**src/rtl/dmem_arb_pkg.sv**
```systemverilog
// rtl/dmem_arb_pkg.sv - shared types and constants for the dmem arbiter
package dmem_arb_pkg;

  // Arbiter ownership state: shared by priority, or held by a locked debug burst
  typedef enum logic {
    S_SHARED   = 1'b0,
    S_DBG_LOCK = 1'b1
  } arb_state_t;

  localparam int DEF_ADDR_W = 32;
  localparam int DEF_DATA_W = 32;

  // Access-control bundle, field order: write-enable, byte, half-word, sign-extend
  typedef struct packed {
    logic we;
    logic byte_sel;
    logic half;
    logic sext;
  } acc_ctl_t;

  localparam acc_ctl_t ACC_CTL_IDLE = '{we: 1'b0, byte_sel: 1'b0, half: 1'b0, sext: 1'b0};

endpackage

```
**src/rtl/sat_counter.sv**
```systemverilog
// rtl/sat_counter.sv - saturating up-counter with synchronous clear
module sat_counter #(
  parameter int         W   = 4,
  parameter logic [W-1:0] MAX = '1
) (
  input  logic         clock,
  input  logic         reset,
  input  logic         inc,
  input  logic         clr,
  output logic [W-1:0] count
);

  // Count up on inc, hold at MAX, clear wins over increment
  always_ff @(posedge clock) begin
    if (reset || clr) begin
      count <= '0;
    end else if (inc && (count != MAX)) begin
      count <= count + 1'b1;
    end
  end

endmodule

```
**src/rtl/dmem_arbiter.sv**
```systemverilog
// rtl/dmem_arbiter.sv - dmem port arbiter between processor and debug (optional stats: DMEM_ARB_STATS_EN)
module dmem_arbiter
  import dmem_arb_pkg::*;
#(
  parameter int ADDR_W   = DEF_ADDR_W,
  parameter int DATA_W   = DEF_DATA_W,
  parameter int MAX_WAIT = 4
`ifdef DMEM_ARB_STATS_EN
  ,
  parameter int CNT_W    = 16
`endif
) (
  input  logic              clock,
  input  logic              reset,
  input  logic              p_req,
  input  logic              p_we,
  input  logic              p_byte,
  input  logic              p_half,
  input  logic              p_sext,
  input  logic [0:ADDR_W-1] p_addr,
  input  logic [0:DATA_W-1] p_wdata,
  output logic [0:DATA_W-1] p_rdata,
  output logic              p_stall,
  input  logic              d_req,
  input  logic              d_lock,
  input  logic              d_we,
  input  logic              d_byte,
  input  logic              d_half,
  input  logic              d_sext,
  input  logic [0:ADDR_W-1] d_addr,
  input  logic [0:DATA_W-1] d_wdata,
  output logic [0:DATA_W-1] d_rdata,
  output logic              d_gnt,
  output logic [0:ADDR_W-1] mem_addr,
  output logic              mem_we,
  output logic              mem_byte,
  output logic              mem_half,
  output logic              mem_sext,
  output logic [0:DATA_W-1] mem_wdata,
  input  logic [0:DATA_W-1] mem_rdata
`ifdef DMEM_ARB_STATS_EN
  ,
  output logic [CNT_W-1:0]  stat_stall_cycles,
  output logic [CNT_W-1:0]  stat_dbg_grants
`endif
);

  // A zero MAX_WAIT still needs a one-bit counter; it simply never leaves zero
  localparam int WAIT_W = (MAX_WAIT < 1) ? 1 : $clog2(MAX_WAIT + 1);
  localparam logic [WAIT_W-1:0] WAIT_MAX = WAIT_W'(MAX_WAIT);

  arb_state_t        state;
  arb_state_t        state_nx;
  logic              p_gnt;
  logic              wait_at_max;
  logic [WAIT_W-1:0] wait_cnt;
  acc_ctl_t          p_ctl;
  acc_ctl_t          d_ctl;
  acc_ctl_t          mem_ctl;

  assign p_ctl = '{we: p_we, byte_sel: p_byte, half: p_half, sext: p_sext};
  assign d_ctl = '{we: d_we, byte_sel: d_byte, half: d_half, sext: d_sext};

  assign wait_at_max = (wait_cnt == WAIT_MAX);

  // Starvation counter: how long the current debug request has been refused
  sat_counter #(
    .W   (WAIT_W),
    .MAX (WAIT_MAX)
  ) u_wait_cnt (
    .clock (clock),
    .reset (reset),
    .inc   (1'b1),
    .clr   (d_gnt | ~d_req),
    .count (wait_cnt)
  );

  // Ownership state register
  always_ff @(posedge clock) begin
    if (reset) begin
      state <= S_SHARED;
    end else begin
      state <= state_nx;
    end
  end

  // Same-cycle grant decision and lock entry/exit; reset suppresses every grant
  always_comb begin
    state_nx = state;
    d_gnt    = 1'b0;
    p_gnt    = 1'b0;
    case (state)
      S_SHARED: begin
        d_gnt = d_req & (~p_req | wait_at_max);
        p_gnt = p_req & ~d_gnt;
        if (d_gnt && d_lock) begin
          state_nx = S_DBG_LOCK;
        end
      end
      S_DBG_LOCK: begin
        d_gnt = d_req;
        p_gnt = 1'b0;
        if (!d_lock || !d_req) begin
          state_nx = S_SHARED;
        end
      end
      default: begin
        state_nx = S_SHARED;
      end
    endcase
    if (reset) begin
      d_gnt    = 1'b0;
      p_gnt    = 1'b0;
      state_nx = S_SHARED;
    end
  end

  assign p_stall = p_req & ~p_gnt & ~reset;

  // Route the granted requester onto dmem; an idle port drives all zeros
  always_comb begin
    mem_ctl   = ACC_CTL_IDLE;
    mem_addr  = '0;
    mem_wdata = '0;
    if (d_gnt) begin
      mem_ctl   = d_ctl;
      mem_addr  = d_addr;
      mem_wdata = d_wdata;
    end else if (p_gnt) begin
      mem_ctl   = p_ctl;
      mem_addr  = p_addr;
      mem_wdata = p_wdata;
    end
  end

  assign mem_we   = mem_ctl.we;
  assign mem_byte = mem_ctl.byte_sel;
  assign mem_half = mem_ctl.half;
  assign mem_sext = mem_ctl.sext;

  // Read data is broadcast; only the granted side treats it as valid
  assign p_rdata = mem_rdata;
  assign d_rdata = mem_rdata;

`ifdef DMEM_ARB_STATS_EN
  sat_counter #(
    .W   (CNT_W),
    .MAX ({CNT_W{1'b1}})
  ) u_stat_stall (
    .clock (clock),
    .reset (reset),
    .inc   (p_stall),
    .clr   (1'b0),
    .count (stat_stall_cycles)
  );

  sat_counter #(
    .W   (CNT_W),
    .MAX ({CNT_W{1'b1}})
  ) u_stat_dbg (
    .clock (clock),
    .reset (reset),
    .inc   (d_gnt),
    .clr   (1'b0),
    .count (stat_dbg_grants)
  );
`endif

endmodule

```
**config.mk**
```make
export PLATFORM = sky130hd
export DESIGN_NAME = dmem_arbiter
export DESIGN_NICKNAME = d
export VERILOG_FILES = /design/src/rtl/dmem_arb_pkg.sv /design/src/rtl/sat_counter.sv /design/src/rtl/dmem_arbiter.sv
export SDC_FILE = /design/constraint.sdc
export NUM_CORES = 1
export LEC_CHECK = 0
export CAP_MARGIN = 10
export CORE_AREA = 5 5 118 120
export CTS_BUF_LIST = sky130_fd_sc_hd__clkbuf_16
export DETAILED_ROUTE_END_ITERATION = 8
export DIE_AREA = 0 0 123 125
export GPL_ROUTABILITY_DRIVEN = 0
export PLACE_DENSITY = 0.61
export RECOVER_POWER = 25
export SETUP_SLACK_MARGIN = 0.2
export SLEW_MARGIN = 15
export SYNTH_ARGS = -nofsm -noshare
export SYNTH_HDL_FRONTEND = slang
export SYNTH_SLANG_ARGS = --single-unit
```
**constraint.sdc**
```tcl
create_clock -name clock -period 3.8 [get_ports clock]
set_clock_uncertainty 0.05 [all_clocks]
set_input_delay 0.95 -clock clock [delete_from_list [all_inputs] [get_ports clock]]
set_output_delay 0.95 -clock clock [all_outputs]
set_load 0.02 [all_outputs]
```
==> results of run 1 <==
[synthesized netlist by cell type, drive strengths merged]
library cell,n
dfxtp,4
inv,3
nand3b,1
buf,78
nor2,1
nor3b,2
nand2,2
and2b,1
nor3,3
ha,2
and3,1
a21oi,1
o21ai,1
and2,1
nand2b,1
a22o,68
[registers in the layout, indices dropped and copies added, names as in the netlist]
| signal | cells |
|---|---|
| state | 1 |
| u_wait_cnt.count | 3 |
[worst max-delay path by stage]
stage | start | endpoint | slack, ns | cells past startpoint
floorplan | d_req | mem_addr[10] | 0.89 | 5
global placement | p_req | mem_wdata[10] | -0.13 | 7
detailed placement | d_req | mem_addr[12] | -0.17 | 6
finish | p_req | mem_wdata[0] | 0.15 | 8
CTS | p_req | mem_wdata[10] | 0.13 | 7
global route | p_req | mem_wdata[0] | 0.10 | 8
[kinds of logic after synthesis]
| kind of cell | Yosys count |
|---|---|
| buf+inv | 81 |
| compound gates | 70 |
| simple gates | 13 |
| flops | 4 |
| fa+ha+maj | 2 |
[layer usage]
layer | GRT usage [%] | share of wire (%) | vias up
met5 | 0 | 0 | -
met1 | 8.00 | 33 | 866
met3 | 3.03 | 12 | 34
met4 | 4.36 | 3.7 | 0
met2 | 17.2 | 51 | 144
li1 | - | - | 884
[power by group]
| part | internal (mW) | total, mW | switching, mW |
|---|---|---|---|
| Combinational | 0.224 | 0.374 | 0.150 |
| Sequential | 0.0432 | 0.0438 | 0.000603 |
| Clock | 0.134 | 0.162 | 0.0280 |
| Total | 0.401 | 0.580 | 0.178 |
[timing repair]
action                                 4_1_cts  5_1_grt
endpoints found under the hold margin        0        0
gates cloned                                 2        3
setup endpoints to repair                   70       68
resized for setup                          194       71
pin swaps                                    1        2
buffers inserted                             2        1
[area by class of cell]
cell class / instances / area, um^2 / share of cell area, %
Antenna cell: 1 / 2.50 / 0.0780
Clock buffer: 3 / 75.1 / 2.34
Inverter: 3 / 11.3 / 0.351
Multi-Input combinational cell: 85 / 733 / 22.9
Sequential cell: 4 / 80.1 / 2.50
Tap cell: 176 / 220 / 6.86
Timing Repair Buffer: 226 / 2090 / 65.0
[worst max-delay path, stage by stage]
cell and delay [ns]:
clkdlybuf4s50_1 0.41, and2b_1 0.18, buf_4 0.14, a21oi_4 0.20, buf_12 0.15, buf_12 0.13, a22o_1 0.15, dlygate4sd2_1 0.34
==> qor.txt, run 1 <==
Ys Warns: 0
commonest non-fill, non-tap cell in the layout: clkdlybuf4s50_1
Pleak: 1.41 nW
post-synth net total: 345
CTS sink cnt: 4
Fmax: 274 MHz
hold worst-path end: u_wait_cnt.count[0]
CP max FO: 10
adder-cell share of the synthesized area: 1.82%
Die Wd: 123 um
Worst slew margin: 85.0%
endpoints failing setup: 0
Die ar.: 0.0154 mm^2
Tightest Pin Transition: 0.225 ns
io pins: 307
Setup Total Neg Slack: 0 ns
number of instances on the worst hold path: 1
critical path class: input pin to output port
crit share post-route: 96.1%
number of antenna violations at the first check in global routing: 1
Syn Area/Cell: 8.10 um^2
post-synthesis mux area share: 0%
H-tree depth: 1
pre-CTS setup slack: -0.172 ns
Initial Util: 10.7%
R2R setup slack: 2.44 ns
pins over their slew limit: 0
Synth Cell Area: 0.00138 mm^2
drt drc: 0
Fin. Hold Viols: 0
Cell variety after synth: 19
die height: 125 um
routed len/inst: 16.6 um
synthesis-to-layout area growth: 133%
CP Capture Type: output port
largest net degree at the start of global routing: 41
ranking of synthesized cells by area: a22o_1 43%, buf_4 35%, dfxtp_1 5.8%
simple-gate share of the synthesized area: 6.27%
largest family of logic cells by synthesized area: compound AO/OA/AOI/OAI gates
unrepaired setup endpoints after global routing: true
fin worst setup slack: 0.147 ns
r2r startpoint: state
synthesized flop and latch total: 4
1st-pass router iterations: 4
insertion delay to the later sink of the worst-skew pair: 0.22 ns
share of cells above drive strength 1: 26.5%
Synth Area in XOR/XNOR: 0%
routed vias/inst: 3.87
design area: 0.00321 mm^2
hold crit path type: flop to flop
Total Wirelength: 8280 um
Syn Inst Count: 170
Area after DPL: 0.00324 mm^2
CP required: 2.80 ns
top-area cell type share of the netlist area: 43.2%
port bufs: 210
Crit Reg-Reg Endpoint: state
GRT Total Usage: 8.89%
core area: 0.0129 mm^2
post-synth top area cell: a22o_1
hold path startpoint: u_wait_cnt.count[0]
hold_buf cts: 0
Worst setup SP type: input pin
Worst IR Drop VDD: 0.0000915 V
CTS root buffer: clkbuf_16
status: finished clean
min Tclk post-route: 3.65 ns
Fill cells: 1441
Finished Core Util: 24.9%
TritonCTS Buffers: 3
sequential element share of the synthesized area: 5.81%
Critical Path AT: 2.65 ns
Design Power: 580 uW
std cell rows: 42
Overflow after GRT: 0
ANT nets after route: 0
worst reg-to-reg path cell count: 5
commonest non-fill, non-tap cells in the layout: 140 x clkdlybuf4s50_1, 68 x a22o_1, 33 x buf_2
worst hold slack: 0.400 ns
nets: 498
Final Non-Filler Cells: 498
PwrDens: 181 mW/mm^2
compound-cell area share of the yosys netlist: 44.2%
detailed-route via count: 1928
initial DRC count: 49
vias in the first global route: 2112
placed instance count: 486
first-pass GRT wire length: 10900 um
clock buffer depth: 2
DP HPWL: 6150 um
TritonCTS clock tree: done
Worst-path clk slew: 0.03 ns
Max Cap Violations: 0
Note: power is estimated with default switching activity, not from simulation.
==> run 2: changes to the inputs <==
==> constraint.sdc (replaced) <==
create_clock -name clock -period 4.64 [get_ports clock]
set_clock_uncertainty 0.05 [all_clocks]
set_input_delay 1.16 -clock clock [delete_from_list [all_inputs] [get_ports clock]]
set_output_delay 1.16 -clock clock [all_outputs]
set_load 0.02 [all_outputs]
==> run 2 against run 1 <==
Critical path depth is 1 lower. Die area is the same. Sequential power is 18% lower. Utilization is 1.1 points higher. Total power is 16% lower. Cell count fell by 1.8%. Combinational power is 14% lower. Non-clock buffer count down 8. Register-to-register slack gained 0.88 ns.
==> qor.txt, run 2 (synthesis gave the netlist of run 1 again) <==
GRT Max-Usage Layer: met2
Die Wd: 123 um (unchanged)
synthesis-to-layout area growth: 143%
Fmax: 225 MHz
Total Wirelength: 7740 um (-6.5%)
Overflow after GRT: 0 (unchanged)
number of instances on the worst hold path: 1 (unchanged)
R2R setup slack: 3.32 ns (+0.88 ns)
hold crit path type: flop to flop
Area after DPL: 0.00321 mm^2 (-0.93%)
core area: 0.0129 mm^2 (unchanged)
Max Cap Violations: 0 (unchanged)
r2r startpoint: u_wait_cnt.count[0]
Worst setup SP type: input pin
switching share of power: 28.8% (-1.9 points)
hold_buf cts: 0 (unchanged)
TritonCTS Buffers: 3 (unchanged)
CP Capture Type: output port
largest net degree at the start of global routing: 59 (+44%)
number of antenna violations at the first check in global routing: 0 (-1)
DP HPWL: 6310 um (+2.7%)
Setup Total Neg Slack: 0 ns (unchanged)
Worst-path clk slew: 0.03 ns (about the same)
io pins: 307 (unchanged)
Top reg by flops: u_wait_cnt.count
Tightest Pin Transition: 0.252 ns (+0.0269 ns)
vias in the first global route: 2056 (-2.7%)
clock buffer depth: 2 (unchanged)
commonest non-fill, non-tap cell in the layout: clkdlybuf4s50_1
share of cells above drive strength 1: 4.15% (-22 points)
met1 Use GR: 7.44% (-0.57 points)
PwrDens: 146 mW/mm^2 (-19%)
hold path startpoint: u_wait_cnt.count[0]
critical path, cell by cell: dlygate4sd3_1, and2b_1, nor3b_4, buf_4, buf_6, a22o_1, clkdlybuf4s50_1
Clock Power Share: 27.1% (-0.9 points)
Storage cell area: 80.1 um^2 (unchanged)
nets: 490 (-1.6%)
GRT met3 Usage: 3.39% (+0.36 points)
Design Power: 488 uW (-16%)
crit share post-route: 95.8%
Initial Util: 10.7% (unchanged)
Worst slew margin: 83.1% (-1.9 points)
critical path class: input pin to output port
design area: 0.00335 mm^2 (+4.3%)
top flop regs: u_wait_cnt.count x3, state x1
unrepaired setup endpoints after global routing: true
max reg flops: 3 (unchanged)
1st-pass router iterations: 4 (unchanged)
routed vias/inst: 3.79 (-2.1%)
Crit Reg-Reg Endpoint: state
CP required: 3.43 ns (+0.63 ns)
detailed-route via count: 1853 (-3.9%)
endpoints failing setup: 0 (unchanged)
routed len/inst: 15.8 um (-4.8%)
H-tree depth: 1 (unchanged)
P_int: 348 uW (-13%)
sequential power share: 7.3% (-0.3 points)
Fill cells: 1387 (-3.7%)
pins over their slew limit: 0 (unchanged)
commonest non-fill, non-tap cells in the layout: 205 x clkdlybuf4s50_1, 68 x a22o_1, 4 x clkbuf_16, 4 x dlymetal6s2s_1, 4 x dfxtp_1
initial DRC count: 20 (-59%)
Pleak: 1.30 nW (-8.2%)
footprint of the multi-input gates: 728 um^2 (-0.68%)
status: finished clean
CP peak stage delay: 0.60 ns (+0.19 ns)
GRT Total Usage: 8.28% (-0.61 points)
CTS root buffer: clkbuf_16
TritonCTS clock tree: done
Fin. Hold Viols: 0 (unchanged)
Worst IR Drop VDD: 0.0000876 V (-4.3%)
CP max FO: 14 (+4)
first-pass GRT wire length: 10200 um (-5.7%)
Die ar.: 0.0154 mm^2 (unchanged)
insertion delay to the later sink of the worst-skew pair: 0.22 ns (about the same)
worst reg-to-reg path cell count: 6 (+1)
min Tclk post-route: 4.44 ns
die height: 125 um (unchanged)
CP max-delay cell: clkdlybuf4s50_1
Critical Path AT: 3.23 ns (+0.58 ns)
CTS sink cnt: 4 (unchanged)
P_sw: 141 uW (-21%)
std cell rows: 42 (unchanged)
Comb pwr share: 65.6% (+1.1 points)
met2 usage: 16.1% (-1.1 points)
drt drc: 0 (unchanged)
ANT nets after route: 0 (unchanged)
port bufs: 210 (unchanged)
hold worst-path end: u_wait_cnt.count[0]
Antenna diodes: 0 (-1)
run 2: worst max-delay path by stage:
stage               startpoint           end  slack [ns]  depth (start not counted)
detailed placement       p_req  mem_addr[25]        0.21                          6
global placement         p_req  mem_addr[25]        0.26                          6
floorplan                d_req  mem_addr[10]        1.31                          5
global route             p_req  mem_wdata[4]        0.09                          7
CTS                      p_req  mem_addr[25]        0.21                          6
finish                   p_req   mem_addr[3]        0.20                          7
run 2: metal layers:
layer	share of wire, %	vias up
met5	0	-
met4	2.8	0
li1	-	863
met2	51	135
met1	33	825
met3	13	30
run 2: through the flow:
step	worst slack (ns)	hold WS, ns	cells	utilization (%)
after detailed placement	0.208	0.404	482	24.9
after CTS	0.206	0.409	485	25.5
after floorplan	1.31	0.380	170	-
after global placement	0.259	0.390	482	24.9
after global routing	0.0935	0.445	489	26.0
final	0.196	0.406	489	26.0
run 2: power by group through the flow:
stage | logic [mW] | clock network (mW) | registers (mW)
2_1_floorplan | 0.190 | 0 | 0.0362
3_3_place_gp | 0.313 | 0 | 0.0363
3_5_place_dp | 0.316 | 0 | 0.0363
4_1_cts | 0.317 | 0.133 | 0.0358
5_1_grt | 0.339 | 0.137 | 0.0360
6_report | 0.320 | 0.132 | 0.0359
run 2: final cells by class:
| type | count | share of cell area, % |
|---|---|---|
| multi-input combinational | 85 | 21.8 |
| clock buffer | 3 | 2.24 |
| tap | 176 | 6.58 |
| sequential | 4 | 2.39 |
| timing repair buffer | 218 | 66.7 |
| inverter | 3 | 0.337 |
run 2: what timing repair did:
item | in CTS | in global routing
resized for setup | 0 | 4
endpoints found under the setup margin | 0 | 58
setup buffers | 0 | 2
run 2: critical path: cells and delay by family:
kind	cells	cell delay, ns
compound gates	1	0.15
simple gates	2	0.42
buf+inv	4	1.49
